[src/rtl/vga_timing_pkg.sv]
// vga_timing_pkg
//   Shared timing definitions for the VGA sync generator.
//   - DEF_* constants: default 640x480@60 active/porch/sync values
//   - H_TOTAL / V_TOTAL: derived line and frame lengths (800 / 525)
//   - CNT_W / coord_t: width and type of the posx/posy counters
package vga_timing_pkg;

  localparam int DEF_H_ACTIVE = 640;
  localparam int DEF_H_FP     = 16;
  localparam int DEF_H_SYNC   = 96;
  localparam int DEF_H_BP     = 48;

  localparam int DEF_V_ACTIVE = 480;
  localparam int DEF_V_FP     = 10;
  localparam int DEF_V_SYNC   = 2;
  localparam int DEF_V_BP     = 33;

  localparam int H_TOTAL = DEF_H_ACTIVE + DEF_H_FP + DEF_H_SYNC + DEF_H_BP;
  localparam int V_TOTAL = DEF_V_ACTIVE + DEF_V_FP + DEF_V_SYNC + DEF_V_BP;

  localparam int CNT_W = 11;

  typedef logic [CNT_W-1:0] coord_t;

endpackage

[src/rtl/vga_sync_gen_if.sv]
// vga_sync_gen_if
//   Bundle between the sync generator and the display pipeline.
//   Signals:
//     pix_en      pixel tick enable from the clock divider
//     posx/posy   current pixel coordinates
//     hsync/vsync active-low sync pulses
//     video_on    visible-area qualifier
//     line_start  one-clk strobe when posx becomes 0
//     frame_start one-clk strobe when (posx,posy) becomes (0,0)
//   Modports:
//     master  the sync generator (consumes pix_en, drives timing)
//     slave   the surrounding display logic (supplies pix_en, consumes timing)
interface vga_sync_gen_if;
  import vga_timing_pkg::*;

  logic   pix_en;
  coord_t posx;
  coord_t posy;
  logic   hsync;
  logic   vsync;
  logic   video_on;
  logic   line_start;
  logic   frame_start;

  modport master (
    input  pix_en,
    output posx, posy, hsync, vsync, video_on, line_start, frame_start
  );

  modport slave (
    output pix_en,
    input  posx, posy, hsync, vsync, video_on, line_start, frame_start
  );

endinterface

[src/rtl/vga_axis_counter.sv]
// vga_axis_counter
//   One axis (horizontal or vertical) of the VGA timing: a wrap counter
//   with enable plus sync-window and active-window decode.
//   Ports:
//     clk, reset  clock and synchronous active-high reset
//     en          advance the counter this clk
//     cnt         registered position, 0..TOTAL-1 (resets to TOTAL-1)
//     wrap        cnt is at TOTAL-1 (next advance wraps to 0)
//     sync_n      registered active-low sync, aligned with cnt
//     active_nxt  combinational: next position lies in the active window
module vga_axis_counter
  import vga_timing_pkg::*;
#(
  parameter int TOTAL      = H_TOTAL,
  parameter int ACTIVE     = DEF_H_ACTIVE,
  parameter int SYNC_START = DEF_H_ACTIVE + DEF_H_FP,
  parameter int SYNC_LEN   = DEF_H_SYNC
) (
  input  logic   clk,
  input  logic   reset,
  input  logic   en,
  output coord_t cnt,
  output logic   wrap,
  output logic   sync_n,
  output logic   active_nxt
);

  localparam coord_t LAST    = coord_t'(TOTAL - 1);
  localparam coord_t ACT_END = coord_t'(ACTIVE);
  localparam coord_t SYNC_LO = coord_t'(SYNC_START);
  localparam coord_t SYNC_HI = coord_t'(SYNC_START + SYNC_LEN - 1);

  coord_t cnt_nxt;

  assign wrap = (cnt == LAST);

  always_comb begin
    cnt_nxt = cnt;
    if (en) begin
      cnt_nxt = wrap ? '0 : cnt + 1'b1;
    end
  end

  // Decoding from cnt_nxt keeps the registered sync aligned with cnt.
  assign active_nxt = (cnt_nxt < ACT_END);

  always_ff @(posedge clk) begin
    if (reset) begin
      cnt    <= LAST;
      sync_n <= 1'b1;
    end else begin
      cnt    <= cnt_nxt;
      sync_n <= !((cnt_nxt >= SYNC_LO) && (cnt_nxt <= SYNC_HI));
    end
  end

endmodule

[src/rtl/vga_sync_gen.sv]
// vga_sync_gen
//   VGA pixel-coordinate and sync generator (default 640x480@60, 800x525).
//   Ports:
//     clk    system clock, rising edge
//     reset  synchronous, active-high; loads the back-porch position
//            (799,524) so the first tick lands on (0,0)
//     vga    vga_sync_gen_if.master: pix_en in; posx, posy, hsync, vsync,
//            video_on, line_start, frame_start out (all registered)
//   Build option:
//     VGA_PIX_DIV2_EN  when defined, an internal toggle flop supplies a tick
//                      every 2nd clk and pix_en is ignored; otherwise the
//                      tick is pix_en.
module vga_sync_gen
  import vga_timing_pkg::*;
#(
  parameter int H_ACTIVE = DEF_H_ACTIVE,
  parameter int H_FP     = DEF_H_FP,
  parameter int H_SYNC   = DEF_H_SYNC,
  parameter int H_BP     = DEF_H_BP,
  parameter int V_ACTIVE = DEF_V_ACTIVE,
  parameter int V_FP     = DEF_V_FP,
  parameter int V_SYNC   = DEF_V_SYNC,
  parameter int V_BP     = DEF_V_BP
) (
  input logic            clk,
  input logic            reset,
  vga_sync_gen_if.master vga
);

  localparam int H_TOT = H_ACTIVE + H_FP + H_SYNC + H_BP;
  localparam int V_TOT = V_ACTIVE + V_FP + V_SYNC + V_BP;

  if ((H_TOT - 1) >= (2 ** CNT_W) || (V_TOT - 1) >= (2 ** CNT_W)) begin : g_width_chk
    $error("CNT_W too narrow for the configured timing");
  end

  logic tick;

`ifdef VGA_PIX_DIV2_EN
  logic toggle;

  always_ff @(posedge clk) begin
    if (reset) begin
      toggle <= 1'b0;
    end else begin
      toggle <= ~toggle;
    end
  end

  assign tick = toggle;
`else
  assign tick = vga.pix_en;
`endif

  coord_t h_cnt, v_cnt;
  logic   h_wrap, v_wrap;
  logic   h_sync_n, v_sync_n;
  logic   h_act_nxt, v_act_nxt;
  logic   v_en;

  assign v_en = tick & h_wrap;

  vga_axis_counter #(
    .TOTAL      (H_TOT),
    .ACTIVE     (H_ACTIVE),
    .SYNC_START (H_ACTIVE + H_FP),
    .SYNC_LEN   (H_SYNC)
  ) u_h (
    .clk        (clk),
    .reset      (reset),
    .en         (tick),
    .cnt        (h_cnt),
    .wrap       (h_wrap),
    .sync_n     (h_sync_n),
    .active_nxt (h_act_nxt)
  );

  vga_axis_counter #(
    .TOTAL      (V_TOT),
    .ACTIVE     (V_ACTIVE),
    .SYNC_START (V_ACTIVE + V_FP),
    .SYNC_LEN   (V_SYNC)
  ) u_v (
    .clk        (clk),
    .reset      (reset),
    .en         (v_en),
    .cnt        (v_cnt),
    .wrap       (v_wrap),
    .sync_n     (v_sync_n),
    .active_nxt (v_act_nxt)
  );

  logic video_on_r;
  logic line_start_r;
  logic frame_start_r;

  // Strobes are set only on the wrapping tick and self-clear on the next clk.
  always_ff @(posedge clk) begin
    if (reset) begin
      video_on_r    <= 1'b0;
      line_start_r  <= 1'b0;
      frame_start_r <= 1'b0;
    end else begin
      video_on_r    <= h_act_nxt & v_act_nxt;
      line_start_r  <= tick & h_wrap;
      frame_start_r <= tick & h_wrap & v_wrap;
    end
  end

  assign vga.posx        = h_cnt;
  assign vga.posy        = v_cnt;
  assign vga.hsync       = h_sync_n;
  assign vga.vsync       = v_sync_n;
  assign vga.video_on    = video_on_r;
  assign vga.line_start  = line_start_r;
  assign vga.frame_start = frame_start_r;

endmodule

[src/flat_wrapper.sv]
// flat-port wrapper written by rule: the top's interface ports become plain ports
module vga_sync_gen_flat import vga_timing_pkg::*;
#(
  parameter int H_ACTIVE = DEF_H_ACTIVE,
  parameter int H_FP     = DEF_H_FP,
  parameter int H_SYNC   = DEF_H_SYNC,
  parameter int H_BP     = DEF_H_BP,
  parameter int V_ACTIVE = DEF_V_ACTIVE,
  parameter int V_FP     = DEF_V_FP,
  parameter int V_SYNC   = DEF_V_SYNC,
  parameter int V_BP     = DEF_V_BP
)
  (clk, reset, vga_pix_en, vga_posx, vga_posy, vga_hsync, vga_vsync, vga_video_on, vga_line_start, vga_frame_start);
  vga_sync_gen_if vga_i ();
  input logic clk;
  input logic reset;
  input wire logic [$bits(vga_i.pix_en)-1:0] vga_pix_en;
  output wire logic [$bits(vga_i.posx)-1:0] vga_posx;
  output wire logic [$bits(vga_i.posy)-1:0] vga_posy;
  output wire logic [$bits(vga_i.hsync)-1:0] vga_hsync;
  output wire logic [$bits(vga_i.vsync)-1:0] vga_vsync;
  output wire logic [$bits(vga_i.video_on)-1:0] vga_video_on;
  output wire logic [$bits(vga_i.line_start)-1:0] vga_line_start;
  output wire logic [$bits(vga_i.frame_start)-1:0] vga_frame_start;
  assign vga_i.pix_en = vga_pix_en;
  assign vga_posx = vga_i.posx;
  assign vga_posy = vga_i.posy;
  assign vga_hsync = vga_i.hsync;
  assign vga_vsync = vga_i.vsync;
  assign vga_video_on = vga_i.video_on;
  assign vga_line_start = vga_i.line_start;
  assign vga_frame_start = vga_i.frame_start;
  vga_sync_gen #(.H_ACTIVE(H_ACTIVE), .H_FP(H_FP), .H_SYNC(H_SYNC), .H_BP(H_BP), .V_ACTIVE(V_ACTIVE), .V_FP(V_FP), .V_SYNC(V_SYNC), .V_BP(V_BP)) u_core (.clk(clk), .reset(reset), .vga(vga_i));
endmodule
[config.mk]
export PLATFORM = sky130hd
export DESIGN_NAME = vga_sync_gen_flat
export DESIGN_NICKNAME = d
export VERILOG_FILES = /design/src/rtl/vga_timing_pkg.sv /design/src/rtl/vga_sync_gen_if.sv /design/src/rtl/vga_axis_counter.sv /design/src/rtl/vga_sync_gen.sv /design/src/flat_wrapper.sv
export SDC_FILE = /design/constraint.sdc
export NUM_CORES = 1
export LEC_CHECK = 0
export ABC_AREA = 1
export BUFFER_PORTS_ARGS = -buffer_cell sky130_fd_sc_hd__buf_2
export CORE_MARGIN = 2
export CORE_UTILIZATION = 30
export DETAILED_ROUTE_END_ITERATION = 7
export PLACE_DENSITY = 0.49
export SYNTH_ARGS = -nofsm -noshare
export SYNTH_HDL_FRONTEND = slang
export SYNTH_SLANG_ARGS = --single-unit
[constraint.sdc]
create_clock -name clk -period 3.85 [get_ports clk]
set_input_delay 0.77 -clock clk [delete_from_list [all_inputs] [get_ports clk]]
set_output_delay 0.77 -clock clk [all_outputs]
set_load 0.01 [all_outputs]
==> results.yml <==
setup_path:
  worstReg2RegEnd: "u_core.u_v.sync_n$_SDFF_PP1_"
  r2r_start: "u_core.u_h.cnt[0]$_SDFF_PP1_"
  critPathArrivalTime_ps: 2030
  path_buf_inv: 2
  crit_required_ps: 4000
  cp-startpoint: "vga_pix_en"
  worstSetupPathType: "in2reg"
  worst_setup_path_start_kind: "primary input"
  critPathMaxStageDelay_ps: 210
  r2r_setup_slack_ps: 1990
  crit_chain: "buf_2, nand3_2, inv_1, nand2_2, nor2_2, nand2_1, nand2_1, nand3_1, nor2_1, nand3_1"
  end_kind: "flip-flop"
  cpLargestDelayFamily: "simple AND/OR/NAND/NOR gates"
  reg2regPathDepth: 10
  slowest_stage: "nand2_2"
  path_max_fanout: 11
yosys:
  syn_area_um2: 1610
  synth-compound-area-share_pct: 5.97
  synth_cell_types: 30
  ys_warn_count: 0
  syn_nets: 257
  ys_seq_area_share_pct: 33.5
  synthMuxAreaShare_pct: 0
  synth_flop_cell: "dfxtp_1"
  ys_top_cells_by_area: "dfxtp_1 (33%), nand2_1 (17%), nor2_1 (9.3%)"
  synth_top_area_cell: "dfxtp_1"
  synth-async-reset-ratio_pct: 0
  syn_area_per_cell_um2: 6.43
  netlist_instances: 251
  synth_fa_ha_area_share_pct: 2.33
  synthSimpleGateAreaFrac_pct: 46.7
  synth-seq-cells: 27
  synth-edff-count: 0
  netlist.area_leader.share_pct: 33.5
  synth_top_family_by_area: "simple AND/OR/NAND/NOR gates"
  synthXorXnorAreaFrac_pct: 1.63
sta:
  finalMaxSlewViolations: 0
  tns_ps: 0
  rsz0062_at_grt: "false"
  hold_viol: 0
  fmaxAchievable_mhz: 534
  clock_skew_ps: 7.82
  min_period_ps: 1870
  max-slew-margin-rel_pct: 70.5
  fin_crit_sh_pct: 48.7
  setup_viol: 0
  worst_pin_slew_ps: 443
cts:
  cts.sinks: 27
  htree_levels: 1
  holdBufCountCts: 0
  postCtsSetupRepairBufs: 0
  insertion_delay_ps: 270
  cts_root_buf: "clkbuf_8"
  clock_path_buffers: 2
  numCtsBuffers: 3
  cts_resized: 0
  cts_tree: "built"
  clk_pin_slew_ps: 90
pwr:
  powerDensity_nw_per_um2: 536
  p_int_uw: 561
  leakage_uw: 0.000920
  p_comb_share_pct: 45.1
  power_frac_clock_pct: 16.0
  switchingPower_uw: 437
  seq_power_share_pct: 38.9
  peakVddDrop_mv: 0.199
  switching_share_pct: 43.8
die:
  die_h_um: 77.4
  die_w_um: 77.4
  core_area_um2: 5140
  rows: 26
  dieArea_um2: 5980
  start_util_pct: 31.4
  io_pins: 30
routing:
  wl_um: 3910
  drc: 0
  wl_per_cell_um: 11.2
  firstDrtPassIters: 4
  vias: 1552
  drtAntennaViolNets: 0
  drt_iter0_drc: 78
  via_per_inst: 4.43
layout:
  syn_to_final_growth_pct: 15.5
  instances_no_fill: 350
  final_common_cell: "nand2_1"
  final_cell_mix: "nand2_1 (72), nor2_1 (40), inv_1 (32), buf_2 (29), dfxtp_1 (27)"
  antennaDiodeCount: 0
  nNetsFinal: 287
  layout-drive-gt1-share_pct: 19.6
grt:
  first_global_vias: 1482
  grt_max_degree: 20
  antenna_found_initial: 0
  grt_pass1_wl_um: 6890
  gr-usage-all-layers_pct: 14.2
  overflow: 0
hold_path:
  worstHoldEndpoint: "u_core.u_v.cnt[10]$_SDFF_PP0_"
  holdPathStages: 2
  hp-start: "u_core.u_v.cnt[10]$_SDFF_PP0_"
  hold_path_class: "reg2reg"
placement:
  place_congestion: 0.800
  dp_hpwl_um: 3070
  placement.io_buffers: 29
  dp_cells: 346
run:
  drv_cap: 0
outcome:
  status: "finished, final reports clean"
[state kept, by name, indices dropped and copies added, names as in the netlist]
register	flops
u_core.u_h.cnt	11
u_core.u_h.sync_n	1
u_core.u_v.cnt	11
u_core.u_v.sync_n	1
u_core.vga.frame_start	1
u_core.vga.line_start	1
u_core.vga.video_on	1
[worst register-to-register path, cell delays in order (launching register included)]
cell     delay (ps)
dfxtp_1         420
ha_1            240
nand3_2         110
inv_1           130
nand2_2         210
nor2_2          170
nand2_1          80
nand2_1          70
nand3_1         100
nor2_1          130
nand3_1          90
[routing by layer]
metal	vias up	routed length, µm	track usage (%)	part of all wire (%)
met2	17	1830	25.1	47
met4	0	27	3.21	0.69
met3	2	91	1.98	2.3
met5	-	0	0	0
li1	844	-	-	-
met1	689	1970	18.2	50
[kinds of logic after synthesis]
group,after synthesis
and+or+nand+nor,162
xor gates and xnor gates,3
buffers and inverters,39
DFF,27
adders and majority gates,3
AOI/OAI and AO/OA,17
[worst max-delay path by stage]
stage	to	slack [ps]	cells past startpoint
floorplan	u_core.vga.video_on$_SDFF_PP0_	2020	11
global placement	u_core.u_v.sync_n$_SDFF_PP1_	1690	10
detailed placement	u_core.u_v.sync_n$_SDFF_PP1_	1690	10
CTS	u_core.u_v.sync_n$_SDFF_PP1_	1970	10
global route	u_core.u_v.sync_n$_SDFF_PP1_	1750	12
finish	u_core.u_v.sync_n$_SDFF_PP1_	1980	10
[layout make-up]
| cell class | instances | area, µm² |
|---|---|---|
| Clock buffer | 4 | 45.0 |
| Multi-Input combinational cell | 185 | 915 |
| Inverter | 35 | 131 |
| Fill cell | 607 | 3280 |
| Tap cell | 70 | 87.6 |
| Timing Repair Buffer | 29 | 145 |
| Sequential cell | 27 | 541 |
[cells in the mapped netlist (2+ instances only)]
| cell type | count |
|---|---|
| nand4_1 | 7 |
| o21bai_1 | 3 |
| dfxtp_1 | 27 |
| nand2_2 | 6 |
| nor2_1 | 40 |
| inv_1 | 32 |
| nand3_1 | 18 |
| o21ai_0 | 7 |
| nand3_2 | 2 |
| a21oi_1 | 5 |
| nand2_1 | 72 |
| nand4_2 | 2 |
| inv_2 | 2 |
| ha_1 | 3 |
| nor2_4 | 2 |
| xor2_1 | 2 |
| nor2_2 | 8 |
[stage by stage]
| step | total power, µW | setup WS [ps] | cell area [µm²] | utilization, % | hold WS [ps] |
|---|---|---|---|---|---|
| 2_1_floorplan | 732 | 2020 | 1610 | - | 549 |
| 3_3_place_gp | 855 | 1690 | 1820 | 35.4 | 557 |
| 3_5_place_dp | 850 | 1690 | 1820 | 35.4 | 555 |
| 4_1_cts | 1020 | 1970 | 1860 | 36.3 | 569 |
| 5_1_grt | 1100 | 1750 | 1860 | 36.3 | 610 |
| 6_report | 998 | 1980 | 1860 | 36.3 | 567 |
[power groups by stage]
| stage | Sequential, µW | Combinational [µW] | Clock (µW) |
|---|---|---|---|
| floorplan | 405 | 327 | 0 |
| global placement | 399 | 456 | 0 |
| detailed placement | 396 | 455 | 0 |
| CTS | 389 | 457 | 175 |
| global route | 400 | 521 | 184 |
| finish | 388 | 450 | 160 |
Power figures use the tool's default switching activity.
